<file path="config.mk">
export PLATFORM = sky130hd
export DESIGN_NAME = digdug_hvgen
export DESIGN_NICKNAME = d
export VERILOG_FILES = /design/src/rtl/digdug_hvgen.sv
export SDC_FILE = /design/constraint.sdc
export NUM_CORES = 1
export LEC_CHECK = 0
export ABC_AREA = 1
export BUFFER_PORTS_ARGS = -buffer_cell sky130_fd_sc_hd__buf_2
export CAP_MARGIN = 25
export CORE_ASPECT_RATIO = 1.25
export CORE_MARGIN = 5
export CORE_UTILIZATION = 47
export DETAILED_ROUTE_END_ITERATION = 12
export PLACE_DENSITY_LB_ADDON = 0.05
export SKIP_LAST_GASP = 1
export SLEW_MARGIN = 10
export SYNTH_ARGS = -nofsm -noshare
export SYNTH_HDL_FRONTEND = slang
export SYNTH_SLANG_ARGS = --single-unit
export TNS_END_PERCENT = 100
</file>
<file path="constraint.sdc">
create_clock -name CLK48M -period 6.5 [get_ports CLK48M]
set_input_delay 0.325 -clock CLK48M [delete_from_list [all_inputs] [get_ports CLK48M]]
set_output_delay 0.325 -clock CLK48M [all_outputs]
set_load 0.1 [all_outputs]
</file>
<file path="src/rtl/digdug_hvgen.sv">
// Raster timing generator for the DigDug video stage: pixel enable, POSH/POSV scan
// counters, blanking/sync decoded from the next counter values, vblank IRQ and frame count.
module digdug_hvgen #(
    parameter int CLK_DIV  = 8,
    parameter int H_BASE   = 128,
    parameter int V_TOTAL  = 264,
    parameter int HBLK_OFF = 144,
    parameter int HBLK_ON  = 432,
    parameter int HS_ON    = 448,
    parameter int HS_OFF   = 480,
    parameter int VBLK_ON  = 224,
    parameter int VS_ON    = 240,
    parameter int VS_OFF   = 244
) (
    input  logic       CLK48M,
    input  logic       RESET_N,
    input  logic [3:0] HOFS,
    input  logic [3:0] VOFS,
    output logic       PCLK_EN,
    output logic [8:0] POSH,
    output logic [8:0] POSV,
    output logic       HBLK,
    output logic       VBLK,
    output logic       HSYNC,
    output logic       VSYNC,
    output logic       VBIRQ,
    output logic [7:0] FRAME
);

    localparam logic [2:0] DIV_LAST   = 3'(CLK_DIV - 1);
    localparam logic [8:0] H_BASE_9   = 9'(H_BASE);
    localparam logic [8:0] H_LAST_9   = 9'd511;
    localparam logic [8:0] V_LAST_9   = 9'(V_TOTAL - 1);
    localparam logic [8:0] HBLK_OFF_9 = 9'(HBLK_OFF);
    localparam logic [8:0] HBLK_ON_9  = 9'(HBLK_ON);
    localparam logic [8:0] HS_ON_9    = 9'(HS_ON);
    localparam logic [8:0] HS_OFF_9   = 9'(HS_OFF);
    localparam logic [8:0] VBLK_ON_9  = 9'(VBLK_ON);
    localparam logic [8:0] VBIRQ_PRE  = 9'(VBLK_ON - 1);
    localparam logic [8:0] VS_ON_9    = 9'(VS_ON);
    localparam logic [8:0] VS_OFF_9   = 9'(VS_OFF);

    logic [2:0] div_q,   div_d;
    logic       pclk_en_q, pclk_en_d;
    logic [8:0] posh_q,  posh_d;
    logic [8:0] posv_q,  posv_d;
    logic       hblk_q,  hblk_d;
    logic       vblk_q,  vblk_d;
    logic       hsync_q, hsync_d;
    logic       vsync_q, vsync_d;
    logic       vbirq_q, vbirq_d;
    logic [7:0] frame_q, frame_d;
    logic [3:0] hofs_q,  hofs_d;
    logic [3:0] vofs_q,  vofs_d;

    logic       line_end;
    logic       frame_end;
    logic [8:0] posh_nx;
    logic [8:0] posv_nx;
    logic [8:0] hs_on_sh;
    logic [8:0] hs_off_sh;
    logic [8:0] vs_on_sh;
    logic [8:0] vs_off_sh;

    // Next-position values and the offset windows that will apply to them.
    always_comb begin
        line_end  = (posh_q == H_LAST_9);
        frame_end = line_end && (posv_q == V_LAST_9);
        posh_nx   = line_end ? H_BASE_9 : posh_q + 9'd1;
        if (frame_end) begin
            posv_nx = 9'd0;
        end else if (line_end) begin
            posv_nx = posv_q + 9'd1;
        end else begin
            posv_nx = posv_q;
        end
        // Offsets are only taken at frame start so a sync pulse is never cut short.
        hofs_d    = (pclk_en_q && frame_end) ? HOFS : hofs_q;
        vofs_d    = (pclk_en_q && frame_end) ? VOFS : vofs_q;
        hs_on_sh  = HS_ON_9  + {{5{hofs_d[3]}}, hofs_d};
        hs_off_sh = HS_OFF_9 + {{5{hofs_d[3]}}, hofs_d};
        vs_on_sh  = VS_ON_9  + {{5{vofs_d[3]}}, vofs_d};
        vs_off_sh = VS_OFF_9 + {{5{vofs_d[3]}}, vofs_d};
    end

    always_comb begin
        div_d     = (div_q == DIV_LAST) ? 3'd0 : div_q + 3'd1;
        pclk_en_d = (div_q == DIV_LAST);
        posh_d    = posh_q;
        posv_d    = posv_q;
        hblk_d    = hblk_q;
        vblk_d    = vblk_q;
        hsync_d   = hsync_q;
        vsync_d   = vsync_q;
        frame_d   = frame_q;
        vbirq_d   = 1'b0;
        if (pclk_en_q) begin
            posh_d  = posh_nx;
            posv_d  = posv_nx;
            hblk_d  = (posh_nx >= HBLK_ON_9) || (posh_nx < HBLK_OFF_9);
            vblk_d  = (posv_nx >= VBLK_ON_9);
            hsync_d = (posh_nx >= hs_on_sh) && (posh_nx < hs_off_sh);
            vsync_d = (posv_nx >= vs_on_sh) && (posv_nx < vs_off_sh);
            vbirq_d = line_end && (posv_q == VBIRQ_PRE);
            if (frame_end) begin
                frame_d = frame_q + 8'd1;
            end
        end
    end

    always_ff @(posedge CLK48M or negedge RESET_N) begin
        if (!RESET_N) begin
            div_q     <= 3'd0;
            pclk_en_q <= 1'b0;
            posh_q    <= H_BASE_9;
            posv_q    <= 9'd0;
            hblk_q    <= 1'b1;
            vblk_q    <= 1'b0;
            hsync_q   <= 1'b0;
            vsync_q   <= 1'b0;
            vbirq_q   <= 1'b0;
            frame_q   <= 8'd0;
            hofs_q    <= 4'd0;
            vofs_q    <= 4'd0;
        end else begin
            div_q     <= div_d;
            pclk_en_q <= pclk_en_d;
            posh_q    <= posh_d;
            posv_q    <= posv_d;
            hblk_q    <= hblk_d;
            vblk_q    <= vblk_d;
            hsync_q   <= hsync_d;
            vsync_q   <= vsync_d;
            vbirq_q   <= vbirq_d;
            frame_q   <= frame_d;
            hofs_q    <= hofs_d;
            vofs_q    <= vofs_d;
        end
    end

    assign PCLK_EN = pclk_en_q;
    assign POSH    = posh_q;
    assign POSV    = posv_q;
    assign HBLK    = hblk_q;
    assign VBLK    = vblk_q;
    assign HSYNC   = hsync_q;
    assign VSYNC   = vsync_q;
    assign VBIRQ   = vbirq_q;
    assign FRAME   = frame_q;

endmodule

</file>
==> metrics.md <==
| Metric | Value |
|---|---|
| Net Sw Frac | `between 20% and 30%` |
| Top cell type's share of synthesized area | `38.4%` |
| Drt drc | `0` |
| Synth area leaders | `dfrtp_1 38%, nand2_1 15%, ha_1 11%, inv_1 6.6%, nand3_1 4.7%` |
| Warnings, synthesis | `0` |
| Post-DP HPWL | `between 4000 and 5000 µm` |
| Fin crit period | `between 3000 and 4000 ps` |
| Final antenna-violating net count | `0` |
| Switching power | `between 90 and 100 µW` |
| Multiplexer area fraction after synthesis | `0%` |
| Req. time, crit path | `between 6000 and 7000 ps` |
| Largest net degree at the start of global routing | `between 40 and 50` |
| Hold crit path type | `input pin to register` |
| Clock share of power | `38.6%` |
| RSZ-0062 raised after global routing | `false` |
| Slew @ Worst Pin | `915 ps` |
| WL/cell | `around 13 µm` |
| Detailed-route via count | `2229` |
| F_max | `265 MHz` |
| GRT Resource Usage Total | `17.6%` |
| Synth Area in Compound Gates | `under 10%` |
| WP buf/inv | `3` |
| GPL Wtd Cong | `~0.93` |
| Setup tns final | `0 ps` |
| Adder-cell share of the synthesized area | `between 10% and 20%` |
| Tcrit/Tclk final | `~58%` |
| Relative slew slack | `roughly 39%` |
| Post-synthesis sequential area ratio | `just over 40%` |
| VDD IR max | `around 0.094 mV` |
| Die width | `about 77 µm` |
| Design Area, Final | `between 3000 and 4000 µm²` |
| Yosys reg bits | `43` |
| Commonest cells post-synth | `105 x nand2_1, 47 x inv_1, 41 x dfrtp_1` |
| Share of post-route cells with drive strength above 1 | `between 10% and 20%` |
| Core ar. | `around 5500 µm²` |
| Clock transition at path regs | `around 80 ps` |
| 1st-iter DRT viols | `103` |
| EDFF count, synth | `0` |
| Grt total ovfl | `0` |
| Slowest stage delay, CP | `between 400 and 500 ps` |
| Antenna violations before repair | `0` |
| Slowest cell on crit path | `dfrtp_1` |
| Reg power frac | `around 59%` |
| CTS max path bufs | `2` |
| Num CTS Buffers | `5` |
| DIE HEIGHT | `roughly 94 µm` |
| Clk Latency, worst-skew pair | `290 ps` |
| H-Tree Depth | `2` |
| Mapped Area | `~2700 µm²` |
| Final hold violations | `0` |
| Drt first pass iters | `4` |
| Detailed-route wire length | `~5900 µm` |
| Syn-to-layout area delta | `13.8%` |
| Io pins | `42` |
| Initial core utilization | `48.7%` |
| P per Cell Area | `148 nW/µm²` |
| Cell count after synthesis | `~350` |
| Largest family of logic cells by synthesized area | `simple AND/OR/NAND/NOR gates` |
| Ant. Diodes | `0` |
| Post-CTS Resized | `0` |
| Setup violators final | `0` |
| Post-synthesis xor/xnor area fraction | `under 10%` |
| Post-synthesis simple-gate area fraction | `30.4%` |
| Most used DFF post-synth | `dfrtp_1` |
| Synth area leader | `dfrtp_1` |
| Setup Buffers After CTS | `0` |
| Mapped Nets | `380` |
| Count leader, synth | `nand2_1` |
| Worst Path Max Fanout | `12` |
| Final Skew | `~10 ps` |
| Worst setup SP type | `register` |
| Yosys cell types | `29` |
| Crit Path Category | `register to register` |
| I/O Buffers | `41` |
| Syn_area_per_cell | `around 7.7 µm²` |
| Clock sink count | `between 40 and 50` |
| Ys async rst share | `between 90% and 100%` |
| Worst EP arrival | `about 4000 ps` |
| Crit end category | `register` |
| Post-placement cell area | `between 2000 and 3000 µm²` |
| Nets | `about 420` |
| Vias in the first global route | `2165` |
| CTS tree | `done` |
| Die area | `7300 µm²` |
| DR vias/cell | `just under 5` |
| Part of the power in combinational logic | `approximately 2.2%` |
| Pleak | `roughly 0.0018 µW` |
| Pint | `roughly 360 µW` |
| Outcome | `finished, final reports clean` |
| Max-capacitance violation count | `0` |
| Crit path top cell by count | `nand2_1` |
| Row Count | `30` |
| Root Buffer | `clkbuf_8` |
| Max Slew Vio Count | `0` |
| Global-route wire length before repair | `about 10000 µm` |
| CP delay by family, top | `simple AND/OR/NAND/NOR gates` |
-- stage by stage --
step	setup slack (ps)	hold slack [ps]	cells	utilization, %	total power [µW]
finish	2730	259	455	55.5	451
global route	2180	275	455	55.5	474
CTS	2670	216	453	54.9	458
detailed placement	2710	421	445	53.2	281
global placement	2770	421	445	53.2	281
floorplan	2590	29.4	346	-	273
-- layer usage --
layer	global-route usage (%)	part of all wire (%)
met3	3.07	3.1
met1	21.1	44
met5	0	0
met2	31.4	52
met4	6.02	1.3
-- placed cells by master (no fill, tap or decap), drive strengths merged, types with 5 or more instances in the layout --
cell	n
nand4	5
nor2	35
buf	42
nand3	28
dfrtp	41
ha	24
o21ai	22
nand2	105
clkbuf	7
inv	49
a21oi	8
-- sequential cells by signal, indices dropped and copies added (netlist names) --
signal,flops
div_q,3
HBLK,1
POSV,9
VSYNC,1
hofs_q,4
VBLK,1
HSYNC,1
PCLK_EN,1
vofs_q,4
VBIRQ,1
FRAME,8
POSH,9
-- cell type report --
cell class,instances,area (µm²)
Timing Repair Buffer,43,235
Fill cell,537,2440
Clock buffer,7,86.3
Tap cell,64,80.1
Clock inverter,1,5.00
Multi-Input combinational cell,248,1370
Inverter,49,184
Sequential cell,43,1080
-- cells by family after synthesis --
kind of cell,count (synthesis)
compound gates,35
buf+inv,55
flops,43
xor+xnor,8
fa+ha+maj,24
simple gates,181
-- power groups by stage --
stage	combinational, µW	clock (µW)	sequential, µW
6_report	9.73	174	267
5_1_grt	11.6	195	267
4_1_cts	8.52	183	267
3_5_place_dp	8.50	0	273
3_3_place_gp	8.55	0	273
2_1_floorplan	0.111	0	273
-- worst min-delay path, delay by kind of cell --
kind          cells  cell delay [ps]
buf+inv           1               80
simple gates      2              110
-- final timing paths --
path	from	endpoint	slack, ps	depth (start not counted)
min	VOFS[1]	vofs_q[1]	260	3
max reg2reg	POSH[0]	VSYNC	2730	28
min reg2reg	div_q[0]	div_q[0]	430	1
max in group asynchronous	RESET_N	POSH[7]	5500	3
max	POSH[0]	VSYNC	2730	28
min in group asynchronous	RESET_N	POSH[5]	470	2
-- what timing repair did --
| action | in CTS | in global routing |
|---|---|---|
| hold buffers | 0 | 1 |
| hold endpoints to repair | 0 | 14 |
| setup endpoints to repair | 0 | 0 |
Power figures use the tool's default switching activity.
